==> src/rtl/multicycle_control.sv <==
// Multicycle processor controller: ten-state main FSM, ALU decoder,
// condition evaluation and conditional gating of PC/register/memory writes.
module multicycle_control (
  input  logic       clk,
  input  logic       reset,
  input  logic [1:0] op,
  input  logic [5:0] funct,
  input  logic [3:0] rd,
  input  logic [3:0] cond,
  input  logic [3:0] aluflags,
  output logic       pcwrite,
  output logic       adrsrc,
  output logic       memwrite,
  output logic       irwrite,
  output logic       regwrite,
  output logic       alusrca,
  output logic [1:0] resultsrc,
  output logic [1:0] alusrcb,
  output logic [1:0] immsrc,
  output logic [1:0] regsrc,
  output logic [1:0] alucontrol
);

  typedef enum logic [3:0] {
    S_FETCH    = 4'd0,
    S_DECODE   = 4'd1,
    S_MEMADR   = 4'd2,
    S_MEMREAD  = 4'd3,
    S_MEMWB    = 4'd4,
    S_MEMWRITE = 4'd5,
    S_EXECUTER = 4'd6,
    S_EXECUTEI = 4'd7,
    S_ALUWB    = 4'd8,
    S_BRANCH   = 4'd9
  } state_t;

  state_t     state_q, state_d;
  logic [3:0] flags_q, flags_d;   // {N,Z,C,V}
  logic       condex_q, condex_d;
  logic       nowrite_q, nowrite_d;

  logic       nextpc, branch, regw, memw, aluop, irw_raw;
  logic [1:0] flagw;
  logic       nowrite;
  logic       condex;
  logic       pcs;
  logic       in_exec;

  function automatic logic cond_eval(input logic [3:0] c, input logic [3:0] f);
    logic n, z, cf, v;
    logic res;
    n   = f[3];
    z   = f[2];
    cf  = f[1];
    v   = f[0];
    res = 1'b0;
    case (c)
      4'b0000: res = z;
      4'b0001: res = ~z;
      4'b0010: res = cf;
      4'b0011: res = ~cf;
      4'b0100: res = n;
      4'b0101: res = ~n;
      4'b0110: res = v;
      4'b0111: res = ~v;
      4'b1000: res = cf & ~z;
      4'b1001: res = ~(cf & ~z);
      4'b1010: res = (n == v);
      4'b1011: res = (n != v);
      4'b1100: res = ~z & (n == v);
      4'b1101: res = ~(~z & (n == v));
      4'b1110: res = 1'b1;
      default: res = 1'b0;
    endcase
    return res;
  endfunction

  always_comb begin
    state_d = state_q;
    case (state_q)
      S_FETCH:  state_d = S_DECODE;
      S_DECODE: begin
        case (op)
          2'b00:   state_d = funct[5] ? S_EXECUTEI : S_EXECUTER;
          2'b01:   state_d = S_MEMADR;
          2'b10:   state_d = S_BRANCH;
          default: state_d = S_FETCH;
        endcase
      end
      S_MEMADR:   state_d = funct[0] ? S_MEMREAD : S_MEMWRITE;
      S_MEMREAD:  state_d = S_MEMWB;
      S_EXECUTER: state_d = S_ALUWB;
      S_EXECUTEI: state_d = S_ALUWB;
      default:    state_d = S_FETCH;
    endcase
  end

  always_comb begin
    nextpc    = 1'b0;
    branch    = 1'b0;
    regw      = 1'b0;
    memw      = 1'b0;
    aluop     = 1'b0;
    irw_raw   = 1'b0;
    adrsrc    = 1'b0;
    alusrca   = 1'b0;
    alusrcb   = 2'b00;
    resultsrc = 2'b00;
    case (state_q)
      S_FETCH: begin
        irw_raw   = 1'b1;
        nextpc    = 1'b1;
        alusrca   = 1'b1;
        alusrcb   = 2'b10;
        resultsrc = 2'b10;
      end
      S_DECODE: begin
        alusrca   = 1'b1;
        alusrcb   = 2'b10;
        resultsrc = 2'b10;
      end
      S_MEMADR:  alusrcb = 2'b01;
      S_MEMREAD: adrsrc  = 1'b1;
      S_MEMWB: begin
        resultsrc = 2'b01;
        regw      = 1'b1;
      end
      S_MEMWRITE: begin
        adrsrc = 1'b1;
        memw   = 1'b1;
      end
      S_EXECUTER: aluop = 1'b1;
      S_EXECUTEI: begin
        alusrcb = 2'b01;
        aluop   = 1'b1;
      end
      S_ALUWB: regw = 1'b1;
      S_BRANCH: begin
        alusrcb   = 2'b01;
        resultsrc = 2'b10;
        branch    = 1'b1;
      end
      default: ;
    endcase
  end

  always_comb begin
    alucontrol = 2'b00;
    nowrite    = 1'b0;
    flagw      = 2'b00;
    if (aluop) begin
      case (funct[4:1])
        4'b0100: alucontrol = 2'b00;
        4'b0010: alucontrol = 2'b01;
        4'b0000: alucontrol = 2'b10;
        4'b1100: alucontrol = 2'b11;
        4'b1010: begin
          alucontrol = 2'b01;
          nowrite    = 1'b1;
        end
        default: alucontrol = 2'b00;
      endcase
      // Only arithmetic results produce meaningful carry/overflow.
      flagw = {funct[0], funct[0] & ~alucontrol[1]};
    end
  end

  assign immsrc = op;
  assign regsrc = {op == 2'b01, op == 2'b10};

  assign condex  = cond_eval(cond, flags_q);
  assign in_exec = (state_q == S_EXECUTER) || (state_q == S_EXECUTEI);

  always_comb begin
    condex_d  = condex_q;
    nowrite_d = nowrite_q;
    flags_d   = flags_q;
    if (state_q == S_DECODE) begin
      condex_d  = condex;
      // Clear so a compare cannot suppress the next instruction's writeback.
      nowrite_d = 1'b0;
    end
    if (in_exec) begin
      nowrite_d = nowrite;
      if (flagw[1] && condex_q) flags_d[3:2] = aluflags[3:2];
      if (flagw[0] && condex_q) flags_d[1:0] = aluflags[1:0];
    end
  end

  always_ff @(posedge clk or posedge reset) begin
    if (reset) begin
      state_q   <= S_FETCH;
      flags_q   <= 4'b0000;
      condex_q  <= 1'b0;
      nowrite_q <= 1'b0;
    end else begin
      state_q   <= state_d;
      flags_q   <= flags_d;
      condex_q  <= condex_d;
      nowrite_q <= nowrite_d;
    end
  end

  // Write enables are masked by reset so nothing fires while it is held.
  assign pcs      = branch | (regw & (rd == 4'b1111));
  assign pcwrite  = ~reset & (nextpc | (pcs & condex_q));
  assign regwrite = ~reset & regw & condex_q & ~nowrite_q;
  assign memwrite = ~reset & memw & condex_q;
  assign irwrite  = ~reset & irw_raw;

endmodule

==> config.mk <==
export PLATFORM = sky130hd
export DESIGN_NAME = multicycle_control
export DESIGN_NICKNAME = d
export VERILOG_FILES = /design/src/rtl/multicycle_control.sv
export SDC_FILE = /design/constraint.sdc
export NUM_CORES = 1
export LEC_CHECK = 0
export ABC_AREA = 1
export CAP_MARGIN = 5
export CORE_MARGIN = 1.5
export CORE_UTILIZATION = 40
export DETAILED_ROUTE_END_ITERATION = 10
export GPL_TIMING_DRIVEN = 1
export PLACE_DENSITY = 0.76
export SLEW_MARGIN = 20
export SYNTH_ARGS = -nofsm -noshare
export SYNTH_HDL_FRONTEND = slang
export SYNTH_SLANG_ARGS = --single-unit
==> constraint.sdc <==
create_clock -name clk -period 3.2 [get_ports clk]
set_input_delay 0.48 -clock clk [delete_from_list [all_inputs] [get_ports clk]]
set_output_delay 0.48 -clock clk [all_outputs]
set_load 0.05 [all_outputs]
==> impl_metrics.env <==
export IMPL_syn_area_per_cell_um2=6.12
export IMPL_ys_warn_count=0
export IMPL_path_clk_slew_ps=60
export IMPL_antenna_found_initial=0
export IMPL_core_area_um2=2040
export IMPL_power_leakage_nw=0.643
export IMPL_port_buffers=37
export IMPL_critPathSlowestCell="clkdlybuf4s50_1"
export IMPL_critPathKind="input port to primary output"
export IMPL_final_util_pct=63.4
export IMPL_first_pass_iters=4
export IMPL_path_max_fanout=2
export IMPL_setup_viol=0
export IMPL_max_slew_margin_pct=65.9
export IMPL_ys_top_cells_by_area="dfrtp_1 28%, nand2_1 15%, nand3_1 12%, nor2_1 10%, inv_1 6.7%"
export IMPL_fmax_mhz=361
export IMPL_setup_slack_ps=428
export IMPL_synth_top_cell_area_share_pct=28.0
export IMPL_vdd_drop_max_mv=0.720
export IMPL_drc=0
export IMPL_fin_crit_sh_pct=86.6
export IMPL_crit_start="funct[2]"
export IMPL_clk_latency_ps=260
export IMPL_dp_hpwl_um=1990
export IMPL_synth_top_family_by_area="simple AND/OR/NAND/NOR gates"
export IMPL_synth_cell_area_um2=893
export IMPL_cp_required_ps=2720
export IMPL_grt_pass1_wl_um=4090
export IMPL_gr_total_overflow=0
export IMPL_cts_root_buf="clkbuf_4"
export IMPL_cp_common_cell="clkdlybuf4s50_1"
export IMPL_yosys_area_top_type="dfrtp_1"
export IMPL_synthMuxAreaShare_pct=0
export IMPL_dpl_worst_slack_ps=442
export IMPL_hold_buffers=0
export IMPL_maxCapViolCount=0
export IMPL_clk_path_buf_depth=2
export IMPL_whs_ps=533
export IMPL_dieArea_um2=2530
export IMPL_grt_max_degree=12
export IMPL_cts_inserted_buffers=3
export IMPL_synth_commonest_cells="36 x nand2_1, 24 x nor2_1, 21 x nand3_1"
export IMPL_syn_to_final_growth_pct=44.8
export IMPL_avgRoutedWirePerCell_um=11.4
export IMPL_hp_class="flop to flop"
export IMPL_worst_endpoint_arrival_ps=2290
export IMPL_cp_slowest_stage_delay_ps=810
export IMPL_fin_nets=207
export IMPL_diodes=0
export IMPL_synth_xor_area_share_pct=0
export IMPL_yosys_register_bits=10
export IMPL_finalWeightedCongestion=0.875
export IMPL_drv_slew=0
export IMPL_cp_end_kind="primary output"
export IMPL_r2r_start="state_q[3]"
export IMPL_die_w_um=50.3
export IMPL_synth_fp_nets=168
export IMPL_postCtsSetupRepairBufs=0
export IMPL_final_antenna_net_count=0
export IMPL_synth_edf_count=0
export IMPL_die_h_um=50.3
export IMPL_drive_above_1_share_pct=9.29
export IMPL_fp_row_count=16
export IMPL_worst_pin_slew_ps=509
export IMPL_layout_min_cycle_time_ps=2770
export IMPL_drt_wl_total_um=2400
export IMPL_rsz0062_at_grt="false"
export IMPL_crit_chain="clkdlybuf4s50_1 > or3b_1 > a21oi_1 > clkdlybuf4s50_1"
export IMPL_async_flop_share_pct=100
export IMPL_grt_pass1_vias=923
export IMPL_drt_iter0_markers=30
export IMPL_finalClockSkew_ps=1.61
export IMPL_yosys_most_used_dff="dfrtp_1"
export IMPL_cts_resized=0
export IMPL_fillCellCount=208
export IMPL_tns_ps=0
export IMPL_ys_types=24
export IMPL_yosysSeqAreaShare_pct=28.0
export IMPL_initial_core_util_pct=43.8
export IMPL_syn_inst=146
export IMPL_cts_sinks=10
export IMPL_via_count=1031
export IMPL_yosys_cell_count_top_type="nand2_1"
export IMPL_vias_per_cell=4.91
export IMPL_cts_max_level=1
export IMPL_hold_viol_final=0
export IMPL_min_from="nowrite_q"
export IMPL_cts_tree="built"
export IMPL_io_pins=38
export IMPL_synthAdderAreaFrac_pct=0
export IMPL_pwr_density_cell_nw_per_um2=769
export IMPL_status="complete, no violations"
export IMPL_grtUsageTotal_pct=21.2
export IMPL_synthSimpleGateAreaFrac_pct=49.3
export IMPL_synth_compound_area_share_pct=9.66
export IMPL_startpoint_type="input port"
## final cells by class
class / instances / area (µm²) / share of cell area, %
Multi-Input combinational cell: 110 / 527 / 40.7
Timing Repair Buffer: 38 / 378 / 29.2
Sequential cell: 10 / 250 / 19.3
Inverter: 22 / 82.6 / 6.38
Tap cell: 27 / 33.8 / 2.61
Clock buffer: 3 / 22.5 / 1.74
## logic make-up after synthesis
logic type	Yosys count
flops	10
simple gates	94
buf+inv	26
compound gates	16
## sequential cells by signal, summed over array words and instances, names as in the netlist
signal and flops:
state_q 4, condex_q 1, nowrite_q 1, flags_q 4
## power breakdown
| group | internal (mW) | switching [mW] | leakage, nW |
|---|---|---|---|
| combinational | 0.216 | 0.451 | 0.513 |
| sequential | 0.175 | 0.0681 | 0.117 |
| clock | 0.0434 | 0.0412 | 0.0138 |
## through the flow
stage | power, mW | cells | area, µm²
global route | 1.07 | 210 | 1290
floorplan | 0.700 | 146 | 893
detailed placement | 0.909 | 207 | 1270
finish | 0.995 | 210 | 1290
global placement | 0.895 | 207 | 1270
CTS | 0.995 | 210 | 1290
## per-layer routing
layer  vias up  GRT usage, %  share of wire [%]
li1        546             -                  -
met1       439          28.6                 46
met2        44          34.4                 48
met3         2          5.36                6.0
met4         0          3.24               0.37
met5         -             0                  0
## worst paths after layout
kind | to | slack, ps | depth (start not counted)
setup reg to reg | state_q[2] | 1880 | 5
hold / removal | nowrite_q | 530 | 2
max in group asynchronous | flags_q[0] | 2460 | 3
hold reg to reg | nowrite_q | 530 | 2
min in group asynchronous | state_q[0] | 600 | 3
setup / recovery | alucontrol[0] | 430 | 4
## layout by cell type (no fill, tap or decap), types with 2 or more instances in the layout
master | synthesis | layout
a21oi_1 | 4 | 4
clkbuf_4 | 0 | 3
clkdlybuf4s50_1 | 0 | 37
dfrtp_1 | 10 | 10
inv_1 | 16 | 16
inv_2 | 5 | 5
nand2_1 | 36 | 36
nand2_2 | 2 | 2
nand3_1 | 21 | 21
nand4_1 | 2 | 2
nor2_1 | 24 | 24
nor2_2 | 2 | 2
o211ai_1 | 2 | 2
o21ai_1 | 8 | 8
## critical path, delay by kind of cell
family	cells	cell delay (ps)
buffers and inverters	2	1290
and+or+nand+nor	1	380
AOI/OAI and AO/OA	1	140
Note: power is estimated with default switching activity, not from simulation.
